File: src/rtl/imem_pkg.sv
// Shared sizes, state encoding and write-port payload for the instruction-memory boot loader.
package imem_pkg;

    localparam int unsigned IMEM_DEPTH  = 1024;
    localparam int unsigned IMEM_ADDR_W = 10;
    localparam int unsigned BYTE_W      = 8;
    localparam int unsigned WORD_W      = 32;
    localparam int unsigned LEN_W       = 16;

    localparam logic [2:0] IDLE_ENC   = 3'd0;
    localparam logic [2:0] LEN_LO_ENC = 3'd1;
    localparam logic [2:0] LEN_HI_ENC = 3'd2;
    localparam logic [2:0] DATA_ENC   = 3'd3;
    localparam logic [2:0] WRITE_ENC  = 3'd4;
    localparam logic [2:0] DONE_ENC   = 3'd5;
    localparam logic [2:0] ERR_ENC    = 3'd6;

    typedef enum logic [2:0] {
        IDLE   = IDLE_ENC,
        LEN_LO = LEN_LO_ENC,
        LEN_HI = LEN_HI_ENC,
        DATA   = DATA_ENC,
        WRITE  = WRITE_ENC,
        DONE   = DONE_ENC,
        ERR    = ERR_ENC
    } state_e;

    typedef struct packed {
        logic                   we;
        logic [IMEM_ADDR_W-1:0] waddr;
        logic [WORD_W-1:0]      wdata;
    } imem_wr_t;

endpackage

File: src/rtl/imem_word_packer.sv
// Shifts little-endian bytes into a 32-bit word; flags the byte that completes a word.
module imem_word_packer
    import imem_pkg::*;
(
    input  logic              clk,
    input  logic              reset,
    input  logic              clear,
    input  logic              shift_en,
    input  logic [BYTE_W-1:0] byte_in,
    output logic [WORD_W-1:0] word_next_c,
    output logic              word_ready_c
);

    logic [WORD_W-1:0] word_q;
    logic [1:0]        cnt_q;

    // Newest byte enters at the top so byte0 ends up in [7:0] after four shifts.
    assign word_next_c  = {byte_in, word_q[WORD_W-1:BYTE_W]};
    assign word_ready_c = shift_en && (cnt_q == 2'd3);

    always_ff @(posedge clk or negedge reset) begin
        if (!reset) begin
            word_q <= '0;
            cnt_q  <= '0;
        end else if (clear) begin
            word_q <= '0;
            cnt_q  <= '0;
        end else if (shift_en) begin
            word_q <= word_next_c;
            cnt_q  <= cnt_q + 2'd1;
        end
    end

endmodule

File: src/rtl/imem_loader.sv
// Boot-time loader: receives a length-prefixed byte image and writes it word by word into
// instruction memory, holding the core in reset until the whole image is in place.
module imem_loader
    import imem_pkg::*;
(
    input  logic                   clk,
    input  logic                   reset,
    input  logic                   start,
    input  logic                   in_valid,
    input  logic [BYTE_W-1:0]      in_data,
    output logic                   in_ready,
    output logic                   we,
    output logic [IMEM_ADDR_W-1:0] waddr,
    output logic [WORD_W-1:0]      wdata,
    output logic                   busy,
    output logic                   done,
    output logic                   error,
    output logic                   cpu_reset
);

    localparam int unsigned DEPTH  = IMEM_DEPTH;
    localparam int unsigned ADDR_W = IMEM_ADDR_W;
    localparam int unsigned CNT_W  = ADDR_W + 1;
    localparam int unsigned CMP_W  = LEN_W + 1;

    state_e            state_q, state_d;
    logic [BYTE_W-1:0] len_lo_q, len_lo_d;
    logic [LEN_W-1:0]  len_q, len_d;
    logic [CNT_W-1:0]  k_q, k_d;
    imem_wr_t          wr_q, wr_d;
    logic              in_ready_d, busy_d, done_d, error_d, cpu_reset_d;

    logic              xfer;
    logic              pk_clear;
    logic              pk_shift;
    logic [WORD_W-1:0] pk_word_next_c;
    logic              pk_word_ready_c;

    assign xfer = in_valid && in_ready;

    imem_word_packer u_packer (
        .clk          (clk),
        .reset        (reset),
        .clear        (pk_clear),
        .shift_en     (pk_shift),
        .byte_in      (in_data),
        .word_next_c  (pk_word_next_c),
        .word_ready_c (pk_word_ready_c)
    );

    // Next state, counters and next values of every registered output.
    always_comb begin
        state_d     = state_q;
        len_lo_d    = len_lo_q;
        len_d       = len_q;
        k_d         = k_q;
        wr_d        = wr_q;
        wr_d.we     = 1'b0;
        pk_clear    = 1'b0;
        pk_shift    = 1'b0;

        unique case (state_q)
            IDLE, DONE, ERR: begin
                if (start) begin
                    state_d  = LEN_LO;
                    k_d      = '0;
                    pk_clear = 1'b1;
                end
            end
            LEN_LO: begin
                if (xfer) begin
                    len_lo_d = in_data;
                    state_d  = LEN_HI;
                end
            end
            LEN_HI: begin
                if (xfer) begin
                    len_d = {in_data, len_lo_q};
                    if (len_d == '0) begin
                        state_d = DONE;
                    end else if (CMP_W'(len_d) > CMP_W'(DEPTH)) begin
                        state_d = ERR;
                    end else begin
                        state_d = DATA;
                    end
                end
            end
            DATA: begin
                pk_shift = xfer;
                if (pk_word_ready_c) begin
                    state_d  = WRITE;
                    wr_d.we    = 1'b1;
                    wr_d.waddr = k_q[ADDR_W-1:0];
                    wr_d.wdata = pk_word_next_c;
                end
            end
            WRITE: begin
                if (LEN_W'(k_q) + LEN_W'(1) == len_q) begin
                    state_d = DONE;
                end else begin
                    k_d     = k_q + CNT_W'(1);
                    state_d = DATA;
                end
            end
            default: state_d = IDLE;
        endcase

        in_ready_d  = (state_d == LEN_LO) || (state_d == LEN_HI) || (state_d == DATA);
        busy_d      = in_ready_d || (state_d == WRITE);
        done_d      = (state_d == DONE);
        error_d     = (state_d == ERR);
        cpu_reset_d = (state_d != DONE);
    end

    always_ff @(posedge clk or negedge reset) begin
        if (!reset) begin
            state_q   <= IDLE;
            len_lo_q  <= '0;
            len_q     <= '0;
            k_q       <= '0;
            wr_q      <= '0;
            in_ready  <= 1'b0;
            busy      <= 1'b0;
            done      <= 1'b0;
            error     <= 1'b0;
            cpu_reset <= 1'b1;
        end else begin
            state_q   <= state_d;
            len_lo_q  <= len_lo_d;
            len_q     <= len_d;
            k_q       <= k_d;
            wr_q      <= wr_d;
            in_ready  <= in_ready_d;
            busy      <= busy_d;
            done      <= done_d;
            error     <= error_d;
            cpu_reset <= cpu_reset_d;
        end
    end

    assign we    = wr_q.we;
    assign waddr = wr_q.waddr;
    assign wdata = wr_q.wdata;

endmodule

File: config.mk
export PLATFORM = sky130hd
export DESIGN_NAME = imem_loader
export DESIGN_NICKNAME = d
export VERILOG_FILES = /design/src/rtl/imem_pkg.sv /design/src/rtl/imem_word_packer.sv /design/src/rtl/imem_loader.sv
export SDC_FILE = /design/constraint.sdc
export NUM_CORES = 1
export LEC_CHECK = 0
export ABC_AREA = 1
export CAP_MARGIN = 20
export CORE_MARGIN = 2
export CORE_UTILIZATION = 33
export CTS_CLUSTER_DIAMETER = 120
export DETAILED_ROUTE_END_ITERATION = 8
export HOLD_SLACK_MARGIN = 0.1
export PLACE_DENSITY = 0.59
export SLEW_MARGIN = 20
export SYNTH_ARGS = -nofsm -noshare
export SYNTH_HDL_FRONTEND = slang
export SYNTH_HIERARCHICAL = 1
export SYNTH_SLANG_ARGS = --single-unit
export TNS_END_PERCENT = 30
File: constraint.sdc
create_clock -name clk -period 2.25 [get_ports clk]
set_input_delay 0.3375 -clock clk [delete_from_list [all_inputs] [get_ports clk]]
set_output_delay 0.3375 -clock clk [all_outputs]
set_load 0.01 [all_outputs]
Word-level counts from Yosys, hierarchy flattened --
Index checks and enable logic that the tools add are counted.
Word-level totals: flip-flop bits (word level) 120, output and inout port bits 48, logic and storage cells 69
Cells by class: add/sub/neg operators 3, magnitude comparators 1, equal/unequal tests 17, multiplexer cells 20, reductions and logical operators 14
Operator list (count):
- two-way mux 43 bit | 2
- two-way mux 32 bit | 2
- two-way mux 11 bit | 2
- one-hot mux 11 bit (2 select lines) | 1
- two-way mux 3 bit | 7
- == test 3 bit, second input constant | 6
- == test 12 x 16 -> 1 bit | 1
- > comparator 16 x 11 -> 1 bit, second input constant | 1
- zero test 16 bit | 1
- one-hot mux 3 bit (5 select lines) | 1
- adder 11 x 1 -> 12 bit, second input constant | 1
- == test 3 x 2 -> 1 bit, second input constant | 4
- adder 11 x 1 -> 11 bit, second input constant | 1
- == test 3 x 1 -> 1 bit, second input constant | 2
- AND reduction 2 bit | 3
- two-way mux 2 bit | 2
- inequality test 2 bit, second input constant | 2
- nonzero test 2 bit | 2
- zero test 3 bit | 1
- logical OR 1 bit | 3
- two-way mux 1 bit | 3
- inequality test 3 bit, second input constant | 1
- AND reduction 3 bit | 1
- OR reduction 3 bit | 1
- 3 further kinds | 4

Logic depth before layout (Yosys ltp) --
depth in word-level cells 9, depth in mapped cells 16, depth with buffers taken out 15

By module --
The synthesis kept the hierarchy.
By module, submodules not included:
- imem_loader | times used 1, cells an instance 522, area each 4041.4 µm², sequential area each 2153.3 µm²
- imem_word_packer | times used 1, cells an instance 125, area each 1265.0 µm², sequential area each 650.6 µm²

Worst setup path after synthesis --
No wires, ideal clock.
path type register to register, start reg state_q[0], end reg wr_q (netlist bit waddr[2]), setup time 0.133 ns, data arrival time 2.123 ns, required time 2.117 ns, setup slack -0.006 ns, stages on the path, launching flop included 15, cell sequence dfrtp_1 > inv_1 > nor3_1 > inv_1 > nor2_1 > buf_6 > buf_6 > nand2_1 > inv_1 > inv_1 > nor2_2 > clkinv_1 > clkbuf_1 > nand2_1 > o21ai_0
On the way: longest elaborated chain between the ends 4
Ends and longest elaborated chain:
- start: declaration | line imem_loader.sv:26 | state_e state_q, state_d;
- start signal: assignment | line imem_loader.sv:128 | state_q <= state_d;
- == test 3 x 2 -> 1 bit | line imem_loader.sv:62 | unique case (state_q)
- two-way mux 1 bit | line imem_loader.sv:62
- net pk_shift | line imem_loader.sv:35 | logic pk_shift;
- logical AND 1 bit | line imem_word_packer.sv:19 | assign word_ready_c = shift_en && (cnt_q == 2'd3);
- net pk_word_ready_c | line imem_loader.sv:37 | logic pk_word_ready_c;
- AND reduction 2 bit (no line)
- end signal: assignment | line imem_loader.sv:132 | wr_q <= wr_d;
- end: declaration | line imem_loader.sv:30 | imem_wr_t wr_q, wr_d;
The timed path passes the listed nets, and every way through them passes these cells. A chain may end at the register's enable or synchronous reset.

Worst setup path in the final report --
start reg state_q[1], end reg k_q[1]
On the way: longest elaborated chain between the ends 4, elaborated cells between the ends (all ways) 10
Ends and longest elaborated chain:
- == test 3 bit / zero test 3 bit (equally long branches) | line imem_loader.sv:62
- OR reduction 3 bit | line imem_loader.sv:62
- inequality test 2 bit (no line) / nonzero test 2 bit (equally long branches)
- AND reduction 3 bit (no line)
- end signal: assignment | line imem_loader.sv:131 | k_q <= k_d;
- end: declaration | line imem_loader.sv:29 | logic [CNT_W-1:0] k_q, k_d;
Several ways; a longest one is shown, not always the timed one.

==> impl_metrics.tcl <==
set metrics [dict create \
    run_status "finished clean" \
    cap_viol_max_count 0 \
    vdd.ir_drop.worst_mv 0.336 \
    numPortBuffers 59 \
    gpl.final_weighted_congestion 0.891 \
    area_growth_pct 22.7 \
    antenna_violations_before_repair 0 \
    post_route_cells_drive_above_1_share_pct 12.1 \
    mappedNetlistArea_um2 5310 \
    drtIter0Drc 215 \
    grt_total_ovfl 0 \
    drt.antenna.violating_nets 0 \
    die_w_um 131 \
    timing.clock.skew_ns 0.0147 \
    synth_top_flop_cell "sky130_fd_sc_hd__dfrtp_1" \
    cts_buffer_depth 2 \
    mostFrequentLayoutCell "sky130_fd_sc_hd__nand2_1" \
    drt-vias-per-instance 4.56 \
    fin_crit_sh_pct 91.5 \
    timing.critical_path.to_type "flop" \
    holdPathStages 2 \
    setup-tns-final_ns 0 \
    drt_first_pass_iters 4 \
    clkLatencyLatePin_ns 0.36 \
    use_met1_pct 22.1 \
    grt_busiest_layer "met2" \
    leading_cell_types_in_the_layout_fill_and_taps_excluded "sky130_fd_sc_hd__nand2_1 (278), sky130_fd_sc_hd__dfrtp_1 (109), sky130_fd_sc_hd__inv_1 (58), sky130_fd_sc_hd__clkdlybuf4s50_1 (58)" \
    worst-endpoint-arrival_ns 2.30 \
    h-tree-depth 3 \
    routedWlPerCell_um 13.3 \
    detailroute.via_count 4235 \
    filler_cell_count 1595 \
    async_flop_share_pct 100 \
    power-per-cell-area_nw_per_um2 948 \
    seq_area_um2 2810 \
    gr-usage-met2_pct 23.7 \
    globalRouteTotalUtil_pct 15.5 \
    distinct_cell_type_count_of_the_synthesized_netlist 32 \
    cp_data_required_time_ns 2.49 \
    stdcell_area_um2 6510 \
    num_io_pins 60 \
    cts_tree "yes" \
    slew-limit-headroom_pct 51.9 \
    crit_path_max_fanout 15 \
    grt_util_met3_pct 2.32 \
    cts_root_cell "sky130_fd_sc_hd__clkbuf_16" \
    first_global_vias 4152 \
    cellLeakagePower_uw 0.00319 \
    std_cell_rows 46 \
    postPlaceCellArea_um2 6130 \
    cts.clk_slew.worst_paths_ns 0.08 \
    antenna-diode-count 0 \
    first_pass_grt_wire_length_um 20700 \
    hpwl_um 8890 \
    die_h_um 131 \
    non_filler_instance_count_after_layout 929 \
    worstMarginPinSlew_ns 0.717 \
    die_area_um2 17100 \
    criticalPathCategory "flop to flop" \
    synth_sequential_area_ratio_pct 52.8 \
    number_of_cells_traversed_by_the_worst_register_to_register_path 9 \
    drv_slew 0 \
    setup_repair_after_global_routing_missed_its_margin "no" \
    finalCriticalPeriod_ns 2.06 \
    clock_sink_count 112 \
    area_of_the_multi_input_gates_um2 2110 \
    grt_start_max_net_pins 49 \
    hp-class "flop to flop" \
    num-nets-final 723 \
    numCtsBuffers 9 \
    postSynthCellCount 647 \
    synth-seq-cells 112 \
    final_util_pct 41.1 \
    synth_edf_count 0 \
    achievable-frequency_mhz 486 \
    setup_viol_count_final 0 \
    yosys_warnings 6 \
    core_area_um2 15800 \
    initial_utilization_pct 33.5 \
    critical_path.startpoint_type "flop" \
    synth_nets 661 \
    finalWirelength_um 12400 \
    dpl.cell_count 910 \
    drt_drc_violations_left 0 \
    timing.final.hold_violations 0 \
    syn_area_per_cell_um2 8.20 \
]
critical path, stage by stage (launching register included):
cell and delay (ns):
sky130_fd_sc_hd__dfrtp_1 0.44, sky130_fd_sc_hd__inv_1 0.11, sky130_fd_sc_hd__a21oi_1 0.20, sky130_fd_sc_hd__inv_1 0.08, sky130_fd_sc_hd__nand2_1 0.11, sky130_fd_sc_hd__nor2_1 0.07
sky130_fd_sc_hd__a211oi_1 0.58, sky130_fd_sc_hd__nand2_8 0.18, sky130_fd_sc_hd__nand2_1 0.09, sky130_fd_sc_hd__o21ai_0 0.08
layer usage:
layer	share of wire, %	routed length (um)
met4	2.1	257
met5	0	0
met1	50	6150
met2	45	5600
met3	3.2	394
what timing repair did:
item / 4_1_cts / 5_1_grt
endpoints found under the setup margin: 0 / 14
buffers inserted: 0 / 3
gates resized for setup: 0 / 8
hold buffers: 1 / 0
hold endpoints to repair: 42 / 0
kinds of logic after synthesis:
family / Yosys count / synth area share, %
AND/OR/NAND/NOR: 392 / 33.2
flip-flops: 112 / 52.8
buffers and inverters: 89 / 8.11
AO/OA/AOI/OAI: 52 / 5.33
adder cells (fa/ha/maj): 2 / 0.472
sequential cells by signal (all words and copies together), names as in the netlist:
signal	cells
cpu_reset	1
u_packer/word_q	24
wdata	32
waddr	10
done	1
len_lo_q	8
state_q	3
u_packer/cnt_q	2
we	1
k_q	11
in_ready	1
busy	1
len_q	16
error	1
synthesized netlist by cell type, types with 2 or more instances:
cell,number,area (um2)
sky130_fd_sc_hd__nand2_1,278,1040
sky130_fd_sc_hd__nor2_2,4,25.0
sky130_fd_sc_hd__nor2_1,25,93.8
sky130_fd_sc_hd__nand4_1,6,37.5
sky130_fd_sc_hd__nand3b_1,3,22.5
sky130_fd_sc_hd__nand3_1,37,185
sky130_fd_sc_hd__o211ai_1,2,15.0
sky130_fd_sc_hd__buf_6,7,78.8
sky130_fd_sc_hd__nand2_2,8,50.1
sky130_fd_sc_hd__clkbuf_1,12,45.0
sky130_fd_sc_hd__clkinv_1,2,7.51
sky130_fd_sc_hd__ha_1,2,25.0
sky130_fd_sc_hd__a21oi_1,4,20.0
sky130_fd_sc_hd__nand3_2,22,220
sky130_fd_sc_hd__nor2_4,2,22.5
sky130_fd_sc_hd__nor3_1,2,10.0
sky130_fd_sc_hd__buf_4,8,60.1
sky130_fd_sc_hd__o21ai_0,37,185
sky130_fd_sc_hd__o21ai_1,4,20.0
sky130_fd_sc_hd__inv_1,58,218
sky130_fd_sc_hd__dfrtp_1,111,2780
sky130_fd_sc_hd__o21ai_2,3,26.3
per-stage QoR:
stage	hold WS, ns	setup WS, ns	power (uW)
floorplan	0.0419	0.0515	3960
global placement	0.414	0.105	4370
detailed placement	0.416	0.101	4420
CTS	0.478	0.109	6160
global route	0.492	0.000262	6580
finish	0.471	0.191	6170
power by group:
part / leakage (uW) / switching [uW] / total, uW / internal (uW)
Sequential: 0.00151 / 332 / 2740 / 2410
Combinational: 0.00153 / 1080 / 1680 / 604
Clock: 0.000156 / 766 / 1750 / 979
worst paths after layout:
path / from / to / slack, ns
worst max-delay path: state_q[1]$_DFF_PN0_ / k_q[1]$_DFFE_PN0P_ / 0.19
worst min-delay path: wdata[21]$_DFFE_PN0P_ / wdata[21]$_DFFE_PN0P_ / 0.47
worst max register to register: state_q[1]$_DFF_PN0_ / k_q[1]$_DFFE_PN0P_ / 0.19
worst min register to register: wdata[21]$_DFFE_PN0P_ / wdata[21]$_DFFE_PN0P_ / 0.47
max in group asynchronous: reset / k_q[6]$_DFFE_PN0P_ / 1.05
min in group asynchronous: reset / k_q[0]$_DFFE_PN0P_ / 0.55
final cells by class:
| class | instances | share of cell area [%] |
|---|---|---|
| well taps | 216 | 4.15 |
| inverters | 61 | 3.57 |
| repair buffers | 79 | 12.0 |
| multi-input cells | 446 | 32.4 |
| flip-flops and latches | 112 | 43.1 |
| clock buffers | 9 | 3.46 |
| clock inverters | 6 | 1.40 |
Power figures use the tool's default switching activity.
